==> src/rtl/rtc_pkg.sv <==
// Shared constants and BCD helpers for the time-of-day counter.
//   BCD_MAX_*   : inclusive upper bounds of the seconds/minutes fields
//   HOUR_*      : hour range limits for the 24h and 12h formats
//   RST_HH_*    : hour value restored by reset for each format
//   bcd_valid() : both nibbles are decimal digits and the value is <= max
//   bcd_inc()   : two-digit BCD increment; the caller handles field wrap
package rtc_pkg;

  localparam logic [7:0] BCD_MAX_SEC  = 8'h59;
  localparam logic [7:0] BCD_MAX_MIN  = 8'h59;
  localparam logic [7:0] HOUR_MAX_24  = 8'h23;
  localparam logic [7:0] HOUR_MIN_12  = 8'h01;
  localparam logic [7:0] HOUR_MAX_12  = 8'h12;
  // In 12h mode the pm flag flips when the hour steps from 11 to 12.
  localparam logic [7:0] HOUR_PM_FLIP = 8'h11;

  localparam logic [7:0] RST_HH_24 = 8'h00;
  localparam logic [7:0] RST_HH_12 = 8'h12;
  localparam logic [7:0] RST_MM    = 8'h00;
  localparam logic [7:0] RST_SS    = 8'h00;

  function automatic logic bcd_valid(input logic [7:0] val, input logic [7:0] max);
    return (val[3:0] <= 4'd9) && (val[7:4] <= 4'd9) && (val <= max);
  endfunction

  function automatic logic [7:0] bcd_inc(input logic [7:0] val);
    if (val[3:0] == 4'd9) begin
      return {val[7:4] + 4'd1, 4'd0};
    end
    return {val[7:4], val[3:0] + 4'd1};
  endfunction

endpackage

==> src/rtl/bcd2_counter.sv <==
// Two-digit BCD counter used for the seconds and minutes fields.
//   clk_ht, rst_n : clock and asynchronous active-low reset (resets to 00)
//   inc           : advance by one; wraps max -> 00
//   load/load_val : parallel load, takes priority over inc
//   max           : inclusive wrap point (BCD)
//   q             : current value
//   carry         : combinational, high when inc is applied at max
module bcd2_counter
  import rtc_pkg::*;
(
  input  logic       clk_ht,
  input  logic       rst_n,
  input  logic       inc,
  input  logic       load,
  input  logic [7:0] load_val,
  input  logic [7:0] max,
  output logic [7:0] q,
  output logic       carry
);

  logic [7:0] r_q;
  logic [7:0] w_q_next;

  // Combinational so the carry ripples into the next field in the same cycle.
  assign carry = inc & ~load & (r_q == max);

  always_comb begin
    w_q_next = r_q;
    if (load) begin
      w_q_next = load_val;
    end else if (inc) begin
      w_q_next = (r_q == max) ? 8'h00 : bcd_inc(r_q);
    end
  end

  always_ff @(posedge clk_ht or negedge rst_n) begin
    if (!rst_n) begin
      r_q <= RST_SS;
    end else begin
      r_q <= w_q_next;
    end
  end

  assign q = r_q;

endmodule

==> src/rtl/rtc_hms_counter.sv <==
// Time-of-day counter clocked by clk_ht, advanced by rising edges of the 1 Hz clk_di.
//   clk_ht, rst_n            : system clock, asynchronous active-low reset
//   clk_di                   : 1 Hz square wave, edge-detected in the clk_ht domain
//   run                      : 1 = count, 0 = hold (edges are dropped, not queued)
//   set_load, set_hh/mm/ss/pm: single-cycle validated time load
//   hh_bcd, mm_bcd, ss_bcd   : packed BCD time; pm flag (0 in 24h mode)
//   sec_tick, day_tick       : one-cycle pulses aligned with the updated time
//   set_err                  : one-cycle pulse when a load is rejected
module rtc_hms_counter
  import rtc_pkg::*;
#(
  parameter bit H24 = 1'b1
) (
  input  logic       clk_ht,
  input  logic       rst_n,
  input  logic       clk_di,
  input  logic       run,
  input  logic       set_load,
  input  logic [7:0] set_hh,
  input  logic [7:0] set_mm,
  input  logic [7:0] set_ss,
  input  logic       set_pm,
  output logic [7:0] hh_bcd,
  output logic [7:0] mm_bcd,
  output logic [7:0] ss_bcd,
  output logic       pm,
  output logic       sec_tick,
  output logic       day_tick,
  output logic       set_err
);

  logic       r_clk_di_q;
  logic [7:0] r_hh;
  logic       r_pm;
  logic       r_sec_tick;
  logic       r_day_tick;
  logic       r_set_err;

  logic       w_rise;
  logic       w_tick;
  logic       w_hh_valid;
  logic       w_set_valid;
  logic       w_load_ok;
  logic       w_sec_carry;
  logic       w_min_carry;
  logic [7:0] w_hh_next;
  logic       w_pm_next;
  logic       w_day;

  assign w_rise = clk_di & ~r_clk_di_q;
  // A load in the same cycle as an edge swallows the edge, accepted or not.
  assign w_tick = w_rise & run & ~set_load;

  assign w_hh_valid  = H24 ? bcd_valid(set_hh, HOUR_MAX_24)
                           : (bcd_valid(set_hh, HOUR_MAX_12) && (set_hh >= HOUR_MIN_12));
  assign w_set_valid = bcd_valid(set_ss, BCD_MAX_SEC) && bcd_valid(set_mm, BCD_MAX_MIN)
                       && w_hh_valid;
  assign w_load_ok   = set_load & w_set_valid;

  bcd2_counter u_sec (
    .clk_ht   (clk_ht),
    .rst_n    (rst_n),
    .inc      (w_tick),
    .load     (w_load_ok),
    .load_val (set_ss),
    .max      (BCD_MAX_SEC),
    .q        (ss_bcd),
    .carry    (w_sec_carry)
  );

  bcd2_counter u_min (
    .clk_ht   (clk_ht),
    .rst_n    (rst_n),
    .inc      (w_sec_carry),
    .load     (w_load_ok),
    .load_val (set_mm),
    .max      (BCD_MAX_MIN),
    .q        (mm_bcd),
    .carry    (w_min_carry)
  );

  always_comb begin
    w_hh_next = r_hh;
    w_pm_next = r_pm;
    w_day     = 1'b0;
    if (w_load_ok) begin
      w_hh_next = set_hh;
      w_pm_next = H24 ? 1'b0 : set_pm;
    end else if (w_min_carry) begin
      if (H24) begin
        if (r_hh == HOUR_MAX_24) begin
          w_hh_next = 8'h00;
          w_day     = 1'b1;
        end else begin
          w_hh_next = bcd_inc(r_hh);
        end
      end else begin
        if (r_hh == HOUR_MAX_12) begin
          // 12 -> 01 keeps the am/pm half.
          w_hh_next = HOUR_MIN_12;
        end else begin
          w_hh_next = bcd_inc(r_hh);
          if (r_hh == HOUR_PM_FLIP) begin
            w_pm_next = ~r_pm;
            // Leaving pm for am is midnight.
            w_day     = r_pm;
          end
        end
      end
    end
  end

  always_ff @(posedge clk_ht or negedge rst_n) begin
    if (!rst_n) begin
      // Start high so a clk_di already high at release is not seen as an edge.
      r_clk_di_q <= 1'b1;
      r_hh       <= H24 ? RST_HH_24 : RST_HH_12;
      r_pm       <= 1'b0;
      r_sec_tick <= 1'b0;
      r_day_tick <= 1'b0;
      r_set_err  <= 1'b0;
    end else begin
      r_clk_di_q <= clk_di;
      r_hh       <= w_hh_next;
      r_pm       <= w_pm_next;
      r_sec_tick <= w_tick;
      r_day_tick <= w_day;
      r_set_err  <= set_load & ~w_set_valid;
    end
  end

  assign hh_bcd   = r_hh;
  assign pm       = H24 ? 1'b0 : r_pm;
  assign sec_tick = r_sec_tick;
  assign day_tick = r_day_tick;
  assign set_err  = r_set_err;

endmodule

==> config.mk <==
export PLATFORM = sky130hd
export DESIGN_NAME = rtc_hms_counter
export DESIGN_NICKNAME = d
export VERILOG_FILES = /design/src/rtl/rtc_pkg.sv /design/src/rtl/bcd2_counter.sv /design/src/rtl/rtc_hms_counter.sv
export SDC_FILE = /design/constraint.sdc
export NUM_CORES = 1
export LEC_CHECK = 0
export BUFFER_PORTS_ARGS = -buffer_cell sky130_fd_sc_hd__buf_4
export CORE_ASPECT_RATIO = 1.4
export CORE_MARGIN = 3
export CORE_UTILIZATION = 54
export CTS_BUF_LIST = sky130_fd_sc_hd__clkbuf_4
export CTS_CLUSTER_DIAMETER = 120
export DETAILED_ROUTE_END_ITERATION = 8
export PLACE_DENSITY_LB_ADDON = 0.3
export SLEW_MARGIN = 10
export SYNTH_ARGS = -nofsm -noshare
export SYNTH_HDL_FRONTEND = slang
export SYNTH_SLANG_ARGS = --single-unit
==> constraint.sdc <==
create_clock -name clk_ht -period 2.4 [get_ports clk_ht]
set_input_delay 0.36 -clock clk_ht [delete_from_list [all_inputs] [get_ports clk_ht]]
set_output_delay 0.36 -clock clk_ht [all_outputs]
set_load 0.05 [all_outputs]
# Yosys cells after proc, flatten, opt, wreduce, memory -nomap -nowiden
# Cells that the tools add are included.
[op_classes]
addsub = 6
magnitude_cmp = 9
eq_ne = 6
n_mux = 28
bitwise = 13
n_reduce_logical = 17
[ops]
columns = ["op", "count"]
rows = [
  ["2-to-1 mux 8 bit", 15],
  ["adder 4 x 1 -> 4 bit (second input constant)", 6],
  ["less-or-equal comparator 4 bit (second input constant)", 6],
  ["== test 8 x 7 -> 1 bit (second input constant)", 2],
  ["less-or-equal comparator 8 x 7 -> 1 bit (second input constant)", 2],
  ["2-to-1 mux 1 bit", 13],
  ["== test 4 bit (second input constant)", 3],
  ["bitwise AND 1 bit", 9],
  ["nonzero test 3 bit", 3],
  ["== test 8 x 6 -> 1 bit (second input constant)", 1],
  ["less-or-equal comparator 8 x 6 -> 1 bit (second input constant)", 1],
  ["logical AND 1 bit", 8],
  ["AND reduction 2 bit", 3],
  ["nonzero test 2 bit", 3],
  ["inverter 1 bit", 4],
]
[word_totals]
reg_bits = 28
inputBits = 30
wordCells = 89

# Logic depth before layout (Yosys ltp)
[logic_depth]
word_depth = 17
depth_mapped = 8

# Modules after synthesis
# Synthesis repeated with hierarchy kept, for this count alone.
[unflattened]
hier_cells = 222
hier_area_um2 = 2137.0
[by_module_without_submodules]
columns = ["module", "n_inst", "cells_each", "area_each_um2", "seq_area_each_um2"]
rows = [
  ["bcd2_counter", 2, 73, 678.2, 200.2],
  ["rtc_hms_counter", 1, 76, 780.7, 301.5],
]

# Worst setup path after synthesis
# Ideal clock, no wire load.
[synth_timing]
path_type = "register -> register"
startpoint = "register u_sec.r_q[0], in the netlist u_sec.q[0]"
endpoint = "register u_min.r_q[4], in the netlist u_min.q[4]"
arrival_time_ps = 2007
required_ps = 2272
setup_slack_ps = 265
stages_incl_launch_ff = 6
n_path_buf = 0
synth_period_minus_slack_ps = 2135
cell_sequence = "dfrtp_1 > ha_1 > and3b_1 > nand4_2 > mux2_1 > mux2_1"
[synth_between]
elab_chain_cells = 4
[synth_rtl]
columns = ["item", "line_no", "rtl"]
rows = [
  ["from (decl)", "bcd2_counter.sv:21", "logic [7:0] r_q;"],
  ["from (signal assigned)", "bcd2_counter.sv:40", "r_q <= w_q_next;"],
  ["== test 8 x 7 -> 1 bit", "bcd2_counter.sv:25", "assign carry = inc & ~load & (r_q == max);"],
  ["bitwise AND 1 bit", "bcd2_counter.sv:25", ""],
  ["nonzero test 2 bit (no source line)", "n/a", ""],
  ["AND reduction 2 bit (no source line)", "n/a", ""],
  ["to (signal assigned)", "bcd2_counter.sv:40", ""],
  ["to (decl)", "bcd2_counter.sv:21", ""],
]
# Every way passes these cells.
# A chain may end at the register's enable or synchronous reset.

# Worst setup path in the final report
[layout_timing]
startpoint = "register u_sec.r_q[4], in the netlist u_sec.q[4]"
endpoint = "register u_min.r_q[4], in the netlist u_min.q[4]"
# The elaborated chain is that of the path after synthesis.

==> key figures <==
Synth
  • #FFs+latches synth: 28
  • Post-Syn Area: 1970 sq um
  • Synth async-reset ratio: 1.00
  • Area leader, netlist: dfrtp_1
  • Top cells by count, synth: dfrtp_1 (27), ha_1 (12), nand4_1 (12)
  • Top FF cell, synth: dfrtp_1
  • Post-Syn Nets: 242
  • Post-synthesis sequential area ratio: 0.357
  • EDFF count, synth: 0
  • Syn. warnings: 0
  • Gate Count Post-Synth: 200
  • Synth top area share: 0.344
  • Synth top area cells: dfrtp_1 (34%), ha_1 (7.6%), mux2_1 (4.6%)
  • Syn avg cell area: 9.83 sq um
  • Most frequent cell after synthesis: dfrtp_1
  • Yosys cell types: 57

Global routing
  • Global-route wire length before repair: 8.73 mm
  • GRT Total Usage: 0.245
  • Largest net degree at the start of global routing: 29
  • Vias in the first global route: 1,844
  • Gr ovfl total: 0
  • Initial antenna violation count: 0

Timing
  • Setup TNS: 0 ns
  • Crit share post-route: 0.871
  • Hold Fails Final Rpt: 0
  • Min Tclk post-route: 2.09 ns
  • Slew Viols, Final: 0
  • Unrepaired setup endpoints after global routing: no
  • Final Setup Violations: 0
  • Worst relative slew slack: 0.611
  • Slew @ Worst Pin: 0.584 ns
  • Max Clk Rate: 478 MHz
  • Clock skew: 0.00372 ns

Power and ir drop
  • Cell Pwr Density: 628 nW/um^2
  • Maximum VDD drop: 0.527 mV
  • Leakage power: 1.09 nW

Routing
  • Via count: 1,871
  • DR vias/cell: 6.30
  • Routed length per instance: 17.4 um
  • ANT nets after route: 0
  • Final WL: 5.18 mm
  • DRT Pass-1 Iters: 4
  • Post-route DRC: 0
  • Iter 0 DRT Violations: 88

Clocking
  • CTS sink cnt: 28
  • Worst-path clk slew: 0.15 ns
  • Root buffer cell: clkbuf_4
  • Post-cts gate resize count: 0
  • CTS tree: yes
  • TritonCTS Buffers: 3
  • Post-CTS Setup Bufs: 0
  • Clock Tree Buf Depth: 2
  • Clock latency on the worst-skew pair: 0.32 ns
  • CTS H-tree lvls: 1
  • Cts-stage hold buffer count: 1

Final layout
  • Fillers: 276
  • Antenna diodes: 0
  • P&R area growth vs syn: 24.8%
  • Design area: 2450 sq um
  • Fin nets: 300
  • Layout cells sized above 1: 0.304
  • Non-filler cells, final: 297

Floorplanning
  • Die Y: 77.4 um
  • Die area: 4410 sq um
  • Initial core utilization: 0.571
  • I/O Pins: 58
  • Core Area: 3440 sq um
  • Width of the die: 57.0 um
  • Standard-cell rows: 25

Flow run
  • Max_cap viols: 0

Placed design
  • Post-place instance area: 2420 sq um
  • Dpl cells: 292
  • GPL Wtd Cong: 0.838
  • Dpl hpwl: 3.99 mm
  • I/O Buffers: 55

Min path
  • Hold Crit Class: input port to flop

Setup path
  • Crit end category: flop
  • Crit Path Max Fanout: 8
  • CP Data Arrival Time: 2.32 ns
  • CP Launch Type: flop
  • Crit Path Category: flop to flop
  • WP data required: 2.63 ns

Run status
  • Status: finished, final reports clean
[through the flow]
step	setup WS (ns)	util	hold WS, ns	power [mW]
after floorplan	0.265	-	0.0644	1.11
after global placement	0.367	0.703	0.303	1.32
after detailed placement	0.309	0.703	0.307	1.35
after CTS	0.276	0.713	0.144	1.55
after global routing	0.167	0.713	0.116	1.63
final	0.309	0.713	0.142	1.54
[worst max-delay path, stage by stage, from the launching register on]
cell and delay, ns:
dfrtp_1 0.49, ha_1 0.20, and3b_1 0.39, nand4_2 0.26, mux2_1 0.37, mux2_1 0.29
[report_power, final]
part	internal (mW)	leakage [nW]	switching [mW]
combinational	0.242	0.722	0.449
clock	0.0610	0.0154	0.142
sequential	0.542	0.354	0.104
[logic make-up (layout without fill, tap and decap cells)]
group / count (synthesis) / in the layout / synth area share
AO/OA/AOI/OAI: 50 / 50 / 0.163
buffers and inverters: 20 / 77 / 0.0579
AND/OR/NAND/NOR: 77 / 77 / 0.277
flip-flops: 28 / 28 / 0.357
other: 1 / 1 / 0.00191
adder cells (fa/ha/maj): 12 / 12 / 0.0764
multiplexers: 12 / 12 / 0.0668
[registers in the layout, indices dropped and copies added (netlist names)]
| signal | cells |
|---|---|
| u_min.q | 8 |
| hh_bcd | 8 |
| r_clk_di_q | 1 |
| set_err | 1 |
| day_tick | 1 |
| u_sec.q | 8 |
| sec_tick | 1 |
[layer usage]
layer | routed length [um] | track usage
met5 | 0 | 0
met1 | 2050 | 0.317
met4 | 25 | 0.0650
met2 | 2790 | 0.434
met3 | 313 | 0.0200
[cell type report]
| class | instances | area [sq um] | area share |
|---|---|---|---|
| sequential | 28 | 702 | 0.286 |
| clock inverter | 1 | 3.75 | 0.00153 |
| timing repair buffer | 63 | 475 | 0.194 |
| inverter | 10 | 50.0 | 0.0204 |
| tap | 40 | 50.0 | 0.0204 |
| clock buffer | 3 | 22.5 | 0.00918 |
| multi-input combinational | 152 | 1150 | 0.469 |
[layout by cell type, fill, tap and decap left out, types with 2 or more instances in the layout]
| cell | count |
|---|---|
| nor3_1 | 4 |
| a21oi_1 | 8 |
| a31oi_1 | 9 |
| dfrtp_1 | 27 |
| or4_1 | 3 |
| ha_1 | 12 |
| inv_1 | 8 |
| and3b_1 | 6 |
| nand2_1 | 6 |
| nor4_1 | 10 |
| nor2b_1 | 3 |
| o21ai_1 | 5 |
| and3_1 | 2 |
| buf_4 | 62 |
| clkbuf_4 | 3 |
| o21ai_0 | 11 |
| clkinv_1 | 2 |
| o31ai_1 | 5 |
| nand4b_1 | 3 |
| nand4_1 | 12 |
| nand3_1 | 6 |
| nor2_1 | 5 |
| mux2i_1 | 3 |
| mux2_1 | 8 |
| nand3b_1 | 4 |
[worst paths after layout]
kind                             from         end  slack [ns]  cells after the start
min reg2reg                u_min.q[7]  u_min.q[7]        0.60                      2
max reg2reg                u_sec.q[4]  u_min.q[4]        0.31                      5
min in group asynchronous       rst_n  u_sec.q[0]        0.47                      2
min                            clk_di  r_clk_di_q        0.14                      1
max in group asynchronous       rst_n  r_clk_di_q        1.61                      2
max                        u_sec.q[4]  u_min.q[4]        0.31                      5
Power figures use the tool's default switching activity.
